===== config.mk =====
export PLATFORM = sky130hd
export DESIGN_NAME = dmem_access_arbiter_flat
export DESIGN_NICKNAME = d
export VERILOG_FILES = /design/src/rtl/dmem_access_arbiter_if.sv /design/src/rtl/dmem_access_arbiter.sv /design/src/flat_wrapper.sv
export SDC_FILE = /design/constraint.sdc
export NUM_CORES = 1
export LEC_CHECK = 0
export ABC_AREA = 0
export BUFFER_PORTS_ARGS = -buffer_cell sky130_fd_sc_hd__buf_2
export CAP_MARGIN = 0
export CORE_UTILIZATION = 50
export CTS_BUF_LIST = sky130_fd_sc_hd__clkbuf_8
export DETAILED_ROUTE_END_ITERATION = 10
export GPL_ROUTABILITY_DRIVEN = 0
export PLACE_DENSITY = 0.95
export REMOVE_ABC_BUFFERS = 1
export SYNTH_ARGS = -nofsm -noshare
export SYNTH_HDL_FRONTEND = slang
export SYNTH_SLANG_ARGS = --single-unit

===== constraint.sdc =====
create_clock -name clk -period 2.5 [get_ports clk]
set_input_delay 0.125 -clock clk [delete_from_list [all_inputs] [get_ports clk]]
set_output_delay 0.125 -clock clk [all_outputs]
set_load 0.005 [all_outputs]

===== src/rtl/dmem_access_arbiter_if.sv =====
// Requester-side bus of the data-memory arbiter: two request ports plus the shared response.
// The master modport is the requesters' view and the slave modport is the arbiter's view.
interface dmem_access_arbiter_if #(
    parameter int ADDR_W = 7,
    parameter int DATA_W = 32
);
    logic              req0;
    logic              req1;
    logic              we0;
    logic              we1;
    logic [ADDR_W-1:0] addr0;
    logic [ADDR_W-1:0] addr1;
    logic [DATA_W-1:0] wdata0;
    logic [DATA_W-1:0] wdata1;
    logic              gnt0;
    logic              gnt1;
    logic              rvalid0;
    logic              rvalid1;
    logic [DATA_W-1:0] rdata;
    logic              busy;

    modport master (
        output req0, req1, we0, we1, addr0, addr1, wdata0, wdata1,
        input  gnt0, gnt1, rvalid0, rvalid1, rdata, busy
    );

    modport slave (
        input  req0, req1, we0, we1, addr0, addr1, wdata0, wdata1,
        output gnt0, gnt1, rvalid0, rvalid1, rdata, busy
    );
endinterface


===== src/rtl/dmem_access_arbiter.sv =====
// Two-port arbiter for a single-port data memory: one transaction in flight, registered strobes.
// Define DMEM_ARB_RR_EN for round-robin tie-breaking; the default build uses fixed priority to port 0.
module dmem_access_arbiter #(
    parameter int ADDR_W   = 7,
    parameter int DATA_W   = 32,
    parameter int READ_LAT = 1
) (
    input  logic                clk,
    input  logic                rst_n,
    dmem_access_arbiter_if.slave bus,
    output logic                CEN,
    output logic                WEN,
    output logic                OEN,
    output logic [ADDR_W-1:0]   A,
    output logic [DATA_W-1:0]   Data2Mem,
    input  logic [DATA_W-1:0]   ReadDataMem
);
    typedef enum logic [1:0] {ST_IDLE, ST_ACCESS, ST_WAIT, ST_RESP} state_t;

    state_t            r_state;
    state_t            w_state_next;
    logic [3:0]        r_cnt;
    logic              r_last_owner;
    logic              r_we;
    logic              r_cen;
    logic              r_wen;
    logic              r_oen;
    logic [ADDR_W-1:0] r_a;
    logic [DATA_W-1:0] r_data2mem;
    logic [DATA_W-1:0] r_rdata;
    logic              r_gnt0;
    logic              r_gnt1;
    logic              r_rvalid0;
    logic              r_rvalid1;
    logic              r_busy;

    logic              w_req_any;
    logic              w_win;
    logic              w_we_sel;
    logic [ADDR_W-1:0] w_addr_sel;
    logic [DATA_W-1:0] w_wdata_sel;

    assign w_req_any = bus.req0 | bus.req1;

`ifdef DMEM_ARB_RR_EN
    // On a tie the port that did not win last time goes first.
    assign w_win = (bus.req0 & bus.req1) ? ~r_last_owner : ~bus.req0;
`else
    assign w_win = ~bus.req0;
`endif

    assign w_we_sel    = w_win ? bus.we1    : bus.we0;
    assign w_addr_sel  = w_win ? bus.addr1  : bus.addr0;
    assign w_wdata_sel = w_win ? bus.wdata1 : bus.wdata0;

    always_ff @(posedge clk or negedge rst_n) begin
        if (!rst_n) begin
            r_state <= ST_IDLE;
        end else begin
            r_state <= w_state_next;
        end
    end

    always_comb begin
        w_state_next = r_state;
        case (r_state)
            ST_IDLE:   if (w_req_any) w_state_next = ST_ACCESS;
            ST_ACCESS: w_state_next = r_we ? ST_IDLE : ST_WAIT;
            ST_WAIT:   if (r_cnt == 4'd0) w_state_next = ST_RESP;
            ST_RESP:   w_state_next = ST_IDLE;
            default:   w_state_next = ST_IDLE;
        endcase
    end

    // Outputs are computed one edge early so every pin comes straight from a flop.
    always_ff @(posedge clk or negedge rst_n) begin
        if (!rst_n) begin
            r_cnt        <= 4'd0;
            r_last_owner <= 1'b1;
            r_we         <= 1'b0;
            r_cen        <= 1'b1;
            r_wen        <= 1'b1;
            r_oen        <= 1'b1;
            r_a          <= '0;
            r_data2mem   <= '0;
            r_rdata      <= '0;
            r_gnt0       <= 1'b0;
            r_gnt1       <= 1'b0;
            r_rvalid0    <= 1'b0;
            r_rvalid1    <= 1'b0;
            r_busy       <= 1'b0;
        end else begin
            r_cen     <= 1'b1;
            r_wen     <= 1'b1;
            r_oen     <= 1'b1;
            r_gnt0    <= 1'b0;
            r_gnt1    <= 1'b0;
            r_rvalid0 <= 1'b0;
            r_rvalid1 <= 1'b0;
            r_busy    <= (w_state_next != ST_IDLE);
            case (r_state)
                ST_IDLE: begin
                    if (w_req_any) begin
                        r_last_owner <= w_win;
                        r_we         <= w_we_sel;
                        r_a          <= w_addr_sel;
                        r_data2mem   <= w_wdata_sel;
                        r_cen        <= 1'b0;
                        r_wen        <= ~w_we_sel;
                        r_oen        <= w_we_sel;
                        r_gnt0       <= ~w_win;
                        r_gnt1       <= w_win;
                    end
                end
                ST_ACCESS: begin
                    if (!r_we) r_cnt <= 4'(READ_LAT - 1);
                end
                ST_WAIT: begin
                    if (r_cnt != 4'd0) begin
                        r_cnt <= r_cnt - 4'd1;
                    end else begin
                        r_rdata   <= ReadDataMem;
                        r_rvalid0 <= ~r_last_owner;
                        r_rvalid1 <= r_last_owner;
                    end
                end
                default: ;
            endcase
        end
    end

    assign CEN         = r_cen;
    assign WEN         = r_wen;
    assign OEN         = r_oen;
    assign A           = r_a;
    assign Data2Mem    = r_data2mem;
    assign bus.gnt0    = r_gnt0;
    assign bus.gnt1    = r_gnt1;
    assign bus.rvalid0 = r_rvalid0;
    assign bus.rvalid1 = r_rvalid1;
    assign bus.rdata   = r_rdata;
    assign bus.busy    = r_busy;
endmodule

===== src/flat_wrapper.sv =====
// flat-port wrapper written by rule: the top's interface ports become plain ports
module dmem_access_arbiter_flat 
#(
    parameter int ADDR_W   = 7,
    parameter int DATA_W   = 32,
    parameter int READ_LAT = 1
)
  (clk, rst_n, CEN, WEN, OEN, A, Data2Mem, ReadDataMem, bus_req0, bus_req1, bus_we0, bus_we1, bus_addr0, bus_addr1, bus_wdata0, bus_wdata1, bus_gnt0, bus_gnt1, bus_rvalid0, bus_rvalid1, bus_rdata, bus_busy);
  dmem_access_arbiter_if #(.ADDR_W(ADDR_W), .DATA_W(DATA_W)) bus_i ();
  input  logic clk;
  input  logic rst_n;
  output logic CEN;
  output logic WEN;
  output logic OEN;
  output logic [ADDR_W-1:0] A;
  output logic [DATA_W-1:0] Data2Mem;
  input  logic [DATA_W-1:0] ReadDataMem;
  input wire logic [$bits(bus_i.req0)-1:0] bus_req0;
  input wire logic [$bits(bus_i.req1)-1:0] bus_req1;
  input wire logic [$bits(bus_i.we0)-1:0] bus_we0;
  input wire logic [$bits(bus_i.we1)-1:0] bus_we1;
  input wire logic [$bits(bus_i.addr0)-1:0] bus_addr0;
  input wire logic [$bits(bus_i.addr1)-1:0] bus_addr1;
  input wire logic [$bits(bus_i.wdata0)-1:0] bus_wdata0;
  input wire logic [$bits(bus_i.wdata1)-1:0] bus_wdata1;
  output wire logic [$bits(bus_i.gnt0)-1:0] bus_gnt0;
  output wire logic [$bits(bus_i.gnt1)-1:0] bus_gnt1;
  output wire logic [$bits(bus_i.rvalid0)-1:0] bus_rvalid0;
  output wire logic [$bits(bus_i.rvalid1)-1:0] bus_rvalid1;
  output wire logic [$bits(bus_i.rdata)-1:0] bus_rdata;
  output wire logic [$bits(bus_i.busy)-1:0] bus_busy;
  assign bus_i.req0 = bus_req0;
  assign bus_i.req1 = bus_req1;
  assign bus_i.we0 = bus_we0;
  assign bus_i.we1 = bus_we1;
  assign bus_i.addr0 = bus_addr0;
  assign bus_i.addr1 = bus_addr1;
  assign bus_i.wdata0 = bus_wdata0;
  assign bus_i.wdata1 = bus_wdata1;
  assign bus_gnt0 = bus_i.gnt0;
  assign bus_gnt1 = bus_i.gnt1;
  assign bus_rvalid0 = bus_i.rvalid0;
  assign bus_rvalid1 = bus_i.rvalid1;
  assign bus_rdata = bus_i.rdata;
  assign bus_busy = bus_i.busy;
  dmem_access_arbiter #(.ADDR_W(ADDR_W), .DATA_W(DATA_W), .READ_LAT(READ_LAT)) u_core (.clk(clk), .rst_n(rst_n), .bus(bus_i), .CEN(CEN), .WEN(WEN), .OEN(OEN), .A(A), .Data2Mem(Data2Mem), .ReadDataMem(ReadDataMem));
endmodule

# Yosys cells after proc, flatten, opt, wreduce, memory -nomap -nowiden
# Index checks and enable logic that the tools add are counted.
dict set report word_totals {
  inputBits 116
  word_cells 58
  out_inout_bits 79
  reg_bits 87
}
dict set report classes {
  n_mux 24
  bitwise_logic 5
  n_eq_ne 5
  add_sub_neg 1
  n_reduce_logical 8
}
# op count
set ops {}
lappend ops {{$mux 32} 1}
lappend ops {{$mux 1} 15}
lappend ops {{$mux 4} 2}
lappend ops {{$pmux 2 s4} 1}
lappend ops {{$pmux 4 s2} 1}
lappend ops {{$mux 7} 1}
lappend ops {{$mux 2} 3}
lappend ops {{$eq 2x2->1 const B} 2}
lappend ops {{$logic_not 4->1} 1}
lappend ops {{$not 1->1} 4}
lappend ops {{$reduce_and 2->1} 2}
lappend ops {{$reduce_bool 2->1} 2}
lappend ops {{$reduce_bool 4->1} 1}
lappend ops {{$sub 4x1->4 const B} 1}
lappend ops {{$reduce_and 3->1} 1}
lappend ops {{$eq 2x1->1 const B} 1}
lappend ops {{$logic_not 2->1} 1}
lappend ops {{$ne 2x1->1 const B} 1}
lappend ops {{$ne 2x2->1 const B} 1}
lappend ops {{$or 1x1->1} 1}

# Depth between registers and ports, before layout
# Gate-level depths: netlist of run 1.
dict set report depth {
  ltp_word 4
  ltp_mapped 8
}

# Worst setup path after synthesis of run 1
# No wires, ideal clock.
dict set report synth_path {
  path_kind {register to register}
  startpoint {reg u_core.r_state[0]}
  endpoint {reg u_core.r_we}
  synth_period_minus_slack_ns 1.592
  stages_incl_launch_ff 8
  required_ns 2.372
  path_slack_ns 0.908
  setup_time_ns 0.128
  arrival_time_ns 1.464
  cell_sequence {dfrtp_1 inv_1 ha_1 buf_2 o21ai_1 buf_2 or3_1 a21boi_0}
}
dict set report synth_between {
  elab_chain_cells 2
}
# element line_no
set synth_lines {}
lappend synth_lines {{from (decl)} dmem_access_arbiter.sv:20} ;# state_t r_state;
lappend synth_lines {{from (signal assigned)} dmem_access_arbiter.sv:60} ;# r_state <= w_state_next;
lappend synth_lines {{$logic_not 2->1} dmem_access_arbiter.sv:101} ;# case (r_state)
lappend synth_lines {{$reduce_and 2->1 (no line)} --}
lappend synth_lines {{to (signal assigned)} dmem_access_arbiter.sv:105} ;# r_we <= w_we_sel;
lappend synth_lines {{to (decl)} dmem_access_arbiter.sv:24} ;# logic r_we;
# Every way passes these cells.
# A chain may end at the register's enable or synchronous reset.

# Worst setup path in the final report of run 1
dict set report layout_path {
  startpoint {reg u_core.r_state[0]}
  endpoint {reg u_core.r_data2mem[19], in the netlist u_core.Data2Mem[19]}
}
dict set report layout_between {
  elab_chain_cells 2
}
# element line_no
set layout_lines {}
lappend layout_lines {{$logic_not 2->1} dmem_access_arbiter.sv:101}
lappend layout_lines {{$reduce_and 2->1 (no line)} --}
lappend layout_lines {{to (signal assigned)} dmem_access_arbiter.sv:107} ;# r_data2mem <= w_wdata_sel;
lappend layout_lines {{to (decl)} dmem_access_arbiter.sv:29} ;# logic [DATA_W-1:0] r_data2mem;
# Every way passes these cells.

==> impl_metrics.json, run 1 <==
{
  "placed_cell_area_um2": 4740,
  "io_buffers": 194,
  "clk_latency_ns": 0.35,
  "netlist_area_um2": 3690,
  "cpLargestDelayFamily": "buffers and inverters",
  "design_area_um2": 5300,
  "cp_num_buf_inv": 2,
  "post-synth-top-area-cell": "dfrtp_1",
  "n_antenna_cell": 0,
  "grt_pass1_wl_um": 16000,
  "placed_cells": 643,
  "cpPeakStageDelay_ns": 0.53,
  "fmax_ghz": 0.506,
  "synth_most_common_cell": "nand2_1",
  "start_util_pct": 53.2,
  "syn2layout_area_growth_pct": 43.5,
  "first_pass_iters": 4,
  "slowest_stage": "buf_4",
  "synth-warning-count": 0,
  "wl_met1_um": 4140,
  "max_cap_viol_count": 0,
  "antenna_left": 0,
  "setup_tns_ns": 0,
  "rows": 30,
  "crit_required_ns": 2.68,
  "maxSlewHeadroom_pct": 62.4,
  "overflow": 0,
  "synth-edff-count": 0,
  "seq_area_frac_synth_pct": 59.1,
  "hold_violations": 0,
  "ys.flop_type": "dfrtp_1",
  "cp_cell_sequence": "inv_1 -> ha_1 -> o21ai_4 -> buf_4 -> o21ai_0",
  "skew_ns": 0.0107,
  "worst-endpoint-arrival_ns": 2.16,
  "hp-class": "primary input to flop",
  "top_layer": "met4",
  "leakage_nw": 2.94,
  "wl_per_cell_um": 15.9,
  "drc": 0,
  "dr_wl_met3_um": 989,
  "drt_wl_total_um": 10900,
  "setup.worst_path.class": "flop to flop",
  "grt_max_degree": 59,
  "tritoncts": "built",
  "die_x_um": 87.9,
  "avgSynthCellArea_um2": 9.98,
  "vias_per_cell": 5.16,
  "floorplan.core_area_um2": 6940,
  "synth_top_area_share_pct": 56.3,
  "fillerInstances": 443,
  "ir_drop_v": 0.000604,
  "whs_ns": 0.0136,
  "antenna_found_initial": 0,
  "multi_input_area_um2": 1390,
  "tightestPinTransition_ns": 0.562,
  "status": "finished clean",
  "die_area_um2": 7730,
  "hpwl_um": 7240,
  "finalCritPeriodShare_pct": 79.1,
  "drv_slew": 0,
  "final_cell_count_no_fill": 689,
  "cts_buffers": 9,
  "critPathLaunchType": "flop",
  "clockBufferDepth": 2,
  "cp_max_fo": 58,
  "drt_iter0_markers": 117,
  "met2_length_um": 5450,
  "ctsHoldBuffers": 31,
  "vias": 3552,
  "clockRootBuffer": "clkbuf_8",
  "yosys-top-cells-area": "dfrtp_1 (56%), nand2_1 (14%), mux2i_1 (11%)",
  "post_cts_buffers": 0,
  "synth-async-reset-ratio_pct": 100,
  "grt_pass1_vias": 3505,
  "ioPinCount": 195,
  "pwr_density_cell_nw_per_um2": 1120,
  "finish.net_count": 709,
  "rsz0062_at_grt": "false",
  "drive_above_1_share_pct": 37.3,
  "die_y_um": 87.9,
  "period_minus_slack_ns": 1.98,
  "yosys-top-cells-count": "nand2_1 (139), dfrtp_1 (83), o21ai_0 (43), mux2i_1 (39), buf_2 (13)",
  "gr-usage-all-layers_pct": 27.8,
  "cts_htree_levels": 3,
  "area.sequential_um2": 2180,
  "cp-end-kind": "flop",
  "setup_viol": 0,
  "yosysUniqueCellTypes": 32,
  "cts_resized": 0,
  "clock-sinks": 87,
  "synth_cells": 370,
  "synth-seq-cells": 87,
  "cts.clk_slew.worst_paths_ns": 0.08
}
==> logic make-up after synthesis <==
group                      count (synthesis)  synth area share (%)
muxes                                     39                  10.6
DFF                                       87                  59.1
and+or+nand+nor                          155                  16.9
adders and majority gates                  4                  1.36
AOI/OAI and AO/OA                         56                  8.44
buffers and inverters                     29                  3.59
==> state kept, by name, indices dropped and copies added, names as in the netlist <==
register,count
u_core.r_cnt,4
u_core.CEN,1
u_core.WEN,1
u_core.OEN,1
u_core.Data2Mem,32
u_core.bus.busy,1
u_core.bus.rvalid0,1
u_core.bus.rvalid1,1
u_core.A,7
u_core.bus.gnt1,1
u_core.r_we,1
u_core.r_state,2
u_core.r_last_owner,1
u_core.bus.rdata,32
u_core.bus.gnt0,1
==> per-layer routing <==
| metal | GRT usage [%] | up-vias |
|---|---|---|
| li1 | - | 1651 |
| met1 | 31.7 | 1649 |
| met2 | 49.0 | 213 |
| met3 | 6.31 | 39 |
| met4 | 13.7 | 0 |
| met5 | 0 | - |
==> metrics by stage <==
| step | utilization (%) | setup slack (ns) | total power, W |
|---|---|---|---|
| CTS | 76.3 | 0.526 | 0.00585 |
| global route | 76.3 | 0.382 | 0.00633 |
| global placement | 68.3 | 0.726 | 0.00446 |
| finish | 76.3 | 0.522 | 0.00591 |
| floorplan | - | -0.547 | 0.00352 |
| detailed placement | 68.3 | 0.516 | 0.00466 |
==> path summary, 6_finish.rpt <==
kind	endpoint	cells past startpoint	slack [ns]	from
min in group asynchronous	u_core.Data2Mem[8]	2	0.31	rst_n
worst max register to register	u_core.Data2Mem[19]	5	0.52	u_core.r_state[0]
worst min-delay path	u_core.bus.rdata[0]	3	0.01	ReadDataMem[0]
worst max-delay path	u_core.Data2Mem[19]	5	0.52	u_core.r_state[0]
worst min register to register	u_core.bus.rdata[25]	2	0.47	u_core.bus.rdata[25]
max in group asynchronous	u_core.WEN	3	1.53	rst_n
==> area by class of cell <==
type                       count  area share, %
clock inverter                 5           2.01
inverter                       6          0.425
multi-input combinational    254           26.2
timing repair buffer         231           25.3
sequential                    87           41.2
clock buffer                  10           2.60
tap                           96           2.27
==> cells in the final DEF (no fill, tap or decap), types with 4 or more instances in the layout <==
| cell | netlist | layout |
|---|---|---|
| buf_4 | 0 | 6 |
| clkbuf_8 | 0 | 10 |
| nor2_1 | 4 | 4 |
| dlygate4sd3_1 | 0 | 31 |
| dfstp_2 | 4 | 4 |
| ha_1 | 4 | 4 |
| mux2i_1 | 39 | 39 |
| nand2_1 | 139 | 139 |
| inv_1 | 6 | 6 |
| dfrtp_1 | 83 | 83 |
| o21ai_0 | 43 | 43 |
| buf_2 | 13 | 193 |
==> power by group <==
group | total [W] | switching (W) | internal [W]
Combinational | 0.00230 | 0.00133 | 0.000966
Sequential | 0.00245 | 0.000365 | 0.00209
Clock | 0.00116 | 0.000475 | 0.000687
==> worst reg2reg max path, cell delays in order (launching register included) <==
cell and delay [ns]:
dfrtp_1 0.38, inv_1 0.08, ha_1 0.32, o21ai_4 0.26, buf_4 0.54, o21ai_0 0.24
No activity file was read; power rests on OpenSTA's default activity.
==> run 2, diff against run 1 <==
Settings changed: ABC_AREA 0 to 1, CORE_UTILIZATION 50 to 43, PLACE_DENSITY 0.95 to 0.88.
Clock period 2.5 ns to 1.61 ns, I/O delays scaled along.
==> run 2 against run 1 <==
Synthesized cell count is 25% higher. Sequential share of layout area is 2.4 points lower. Clock power grew 33%. Non-clock buffer count increased by 14. First-iteration DRC count grew 21%. Register-to-register slack lost 0.42 ns. Power grew 54%.
==> impl_metrics.json, run 2 <==
{
  "synth_most_common_cell": "nand2_1",
  "maxSlewHeadroom_pct": 68.4,
  "tightestPinTransition_ns": 0.474,
  "fin_ws_ns": 0.107,
  "synth_xor_area_share_pct": 0.226,
  "synth-seq-cells": 87,
  "grt_max_degree": 88,
  "clk_latency_ns": 0.34,
  "ioPinCount": 195,
  "ys.flop_type": "dfrtp_1",
  "status": "finished clean",
  "cp_num_buf_inv": 2,
  "hp-class": "primary input to flop",
  "pwr_density_cell_nw_per_um2": 1620,
  "drive_above_1_share_pct": 33.6,
  "vias": 3804,
  "setup_viol": 0,
  "clockBufferDepth": 2,
  "grt_pass1_wl_um": 17200,
  "yosysUniqueCellTypes": 22,
  "worst-endpoint-arrival_ns": 1.75,
  "synthMuxAreaShare_pct": 0,
  "finalCritPeriodShare_pct": 93.4,
  "drv_slew": 0,
  "synth_top_area_share_pct": 53.5,
  "drt_wl_total_um": 10500,
  "final_common_cell": "buf_2",
  "yosys-top-cells-area": "dfrtp_1 (54%), nand2_1 (12%), o21ai_1 (8.4%)",
  "n_antenna_cell": 0,
  "period_minus_slack_ns": 1.50,
  "synth_compound_gate_area_share_pct": 15.7,
  "die_area_um2": 9410,
  "synth_adder_area_share_pct": 1.29,
  "hold_violations": 0,
  "dp_worst_setup_slack_ns": 0.102,
  "hpwl_um": 6850,
  "drt_iter0_markers": 142,
  "synth_top_family_by_area": "compound AO/OA/AOI/OAI gates",
  "seq_area_frac_synth_pct": 56.2,
  "io_buffers": 194,
  "die_x_um": 97.0,
  "crit_required_ns": 1.86,
  "cp-end-kind": "flop",
  "first_pass_iters": 4,
  "rsz0062_at_grt": "false",
  "yosys-top-cells-count": "nand2_1 (124), inv_1 (84), dfrtp_1 (83), o21ai_1 (65), o21ai_0 (48)",
  "cts.clk_slew.worst_paths_ns": 0.09,
  "synth_cells": 462,
  "avgSynthCellArea_um2": 8.40,
  "fmax_ghz": 0.665,
  "ir_drop_v": 0.000771,
  "max_cap_viol_count": 0,
  "die_y_um": 97.0,
  "netlist_area_um2": 3880,
  "cts_htree_levels": 3,
  "gr-usage-all-layers_pct": 22.5,
  "synth-edff-count": 0,
  "tritoncts": "built",
  "fillerInstances": 692,
  "setup.worst_path.class": "flop to flop",
  "finish.net_count": 814,
  "start_util_pct": 44.5,
  "syn2layout_area_growth_pct": 44.9,
  "cp_max_fo": 34,
  "fin_util_pct": 64.5,
  "antenna_found_initial": 0,
  "synthSimpleGateAreaFrac_pct": 14.4,
  "cpLargestDelayFamily": "flip-flops",
  "cpPeakStageDelay_ns": 0.40,
  "critPathLaunchType": "flop",
  "leakage_nw": 3.20,
  "vias_per_cell": 4.71,
  "final_cell_mix": "buf_2 (193), nand2_1 (124), inv_1 (85), dfrtp_1 (83), o21ai_1 (65)",
  "cp_cell_sequence": "inv_1 -> ha_1 -> nand3_2 -> buf_12 -> nand2_2 -> nand2_1 -> o21ai_0",
  "drc": 0,
  "post-synth-top-area-cell": "dfrtp_1",
  "clockRootBuffer": "clkbuf_8",
  "cts_buffers": 9,
  "synth-async-reset-ratio_pct": 100,
  "clock-sinks": 87,
  "grt_pass1_vias": 3841,
  "wl_per_cell_um": 13.0,
  "floorplan.core_area_um2": 8720,
  "rows": 34,
  "skew_ns": 0.0182,
  "synth-warning-count": 0,
  "slowest_stage": "dfrtp_1",
  "antenna_left": 0,
  "overflow": 0
}
==> run 2: cell types whose count changed after synthesis, sizes merged, moves of 6 or more <==
| cell | change |
|---|---|
| nand2 | -12 |
| buf | +6 |
| mux2i | -39 |
| inv | +79 |
| o21ai | +73 |
==> run 2: cell families (layout without fill, tap and decap cells) <==
| family | Yosys count | after routing |
|---|---|---|
| adder cells (fa/ha/maj) | 4 | 4 |
| flip-flops | 87 | 87 |
| XOR/XNOR | 1 | 1 |
| AND/OR/NAND/NOR | 142 | 142 |
| AO/OA/AOI/OAI | 119 | 119 |
| buffers and inverters | 109 | 346 |
==> run 2: what timing repair did <==
action,4_1_cts,5_1_grt
endpoints found under the hold margin,122,0
setup endpoints to repair,0,23
setup buffers,0,0
hold buffers,40,0
resized for setup,0,2
==> run 2: worst register-to-register path, stage by stage (launching register included) <==
cell	delay, ns
dfrtp_1	0.40
inv_1	0.11
ha_1	0.27
nand3_2	0.19
buf_12	0.22
nand2_2	0.10
nand2_1	0.06
o21ai_0	0.08
==> run 2: where the power goes <==
part / leakage [nW] / switching (W) / internal [W] / total [W]
clock network: 0.103 / 0.000742 / 0.000800 / 0.00154
logic: 2.03 / 0.00200 / 0.00177 / 0.00377
registers: 1.07 / 0.000546 / 0.00323 / 0.00377
==> run 2: worst paths after layout <==
| path | from | end | slack, ns | cells past startpoint |
|---|---|---|---|---|
| max | u_core.r_cnt[0] | u_core.r_cnt[1] | 0.11 | 7 |
| min | bus_wdata1[28] | u_core.Data2Mem[28] | 0.02 | 3 |
| max reg2reg | u_core.r_cnt[0] | u_core.r_cnt[1] | 0.11 | 7 |
| min reg2reg | u_core.bus.rdata[0] | u_core.bus.rdata[0] | 0.48 | 2 |
| max in group asynchronous | rst_n | u_core.WEN | 0.89 | 3 |
| min in group asynchronous | rst_n | u_core.bus.rdata[1] | 0.30 | 3 |
==> run 2: routing by layer <==
metal / share of wire, % / track usage [%]
met5: 0 / 0
met4: 1.6 / 8.27
met3: 5.5 / 3.97
met2: 51 / 40.2
met1: 42 / 26.8
==> run 2: final cells by class <==
| cell class | count | area (um^2) | area share (%) |
|---|---|---|---|
| tap | 108 | 135 | 2.40 |
| inverter | 85 | 324 | 5.76 |
| sequential | 87 | 2180 | 38.8 |
| clock buffer | 11 | 151 | 2.69 |
| clock inverter | 5 | 57.6 | 1.02 |
| timing repair buffer | 245 | 1540 | 27.4 |
| multi-input combinational | 266 | 1230 | 21.9 |
==> run 2: stage by stage <==
step	instance area [um^2]	power [W]	hold WS, ns	std cells	setup TNS [ns]
floorplan	3730	0.00546	-0.215	438	-9.08
global placement	4960	0.00710	0.145	749	0
detailed placement	4960	0.00729	0.151	749	0
CTS	5570	0.00895	0.000201	805	0
global route	5620	0.00981	0.0138	807	0
finish	5620	0.00908	0.0202	807	0
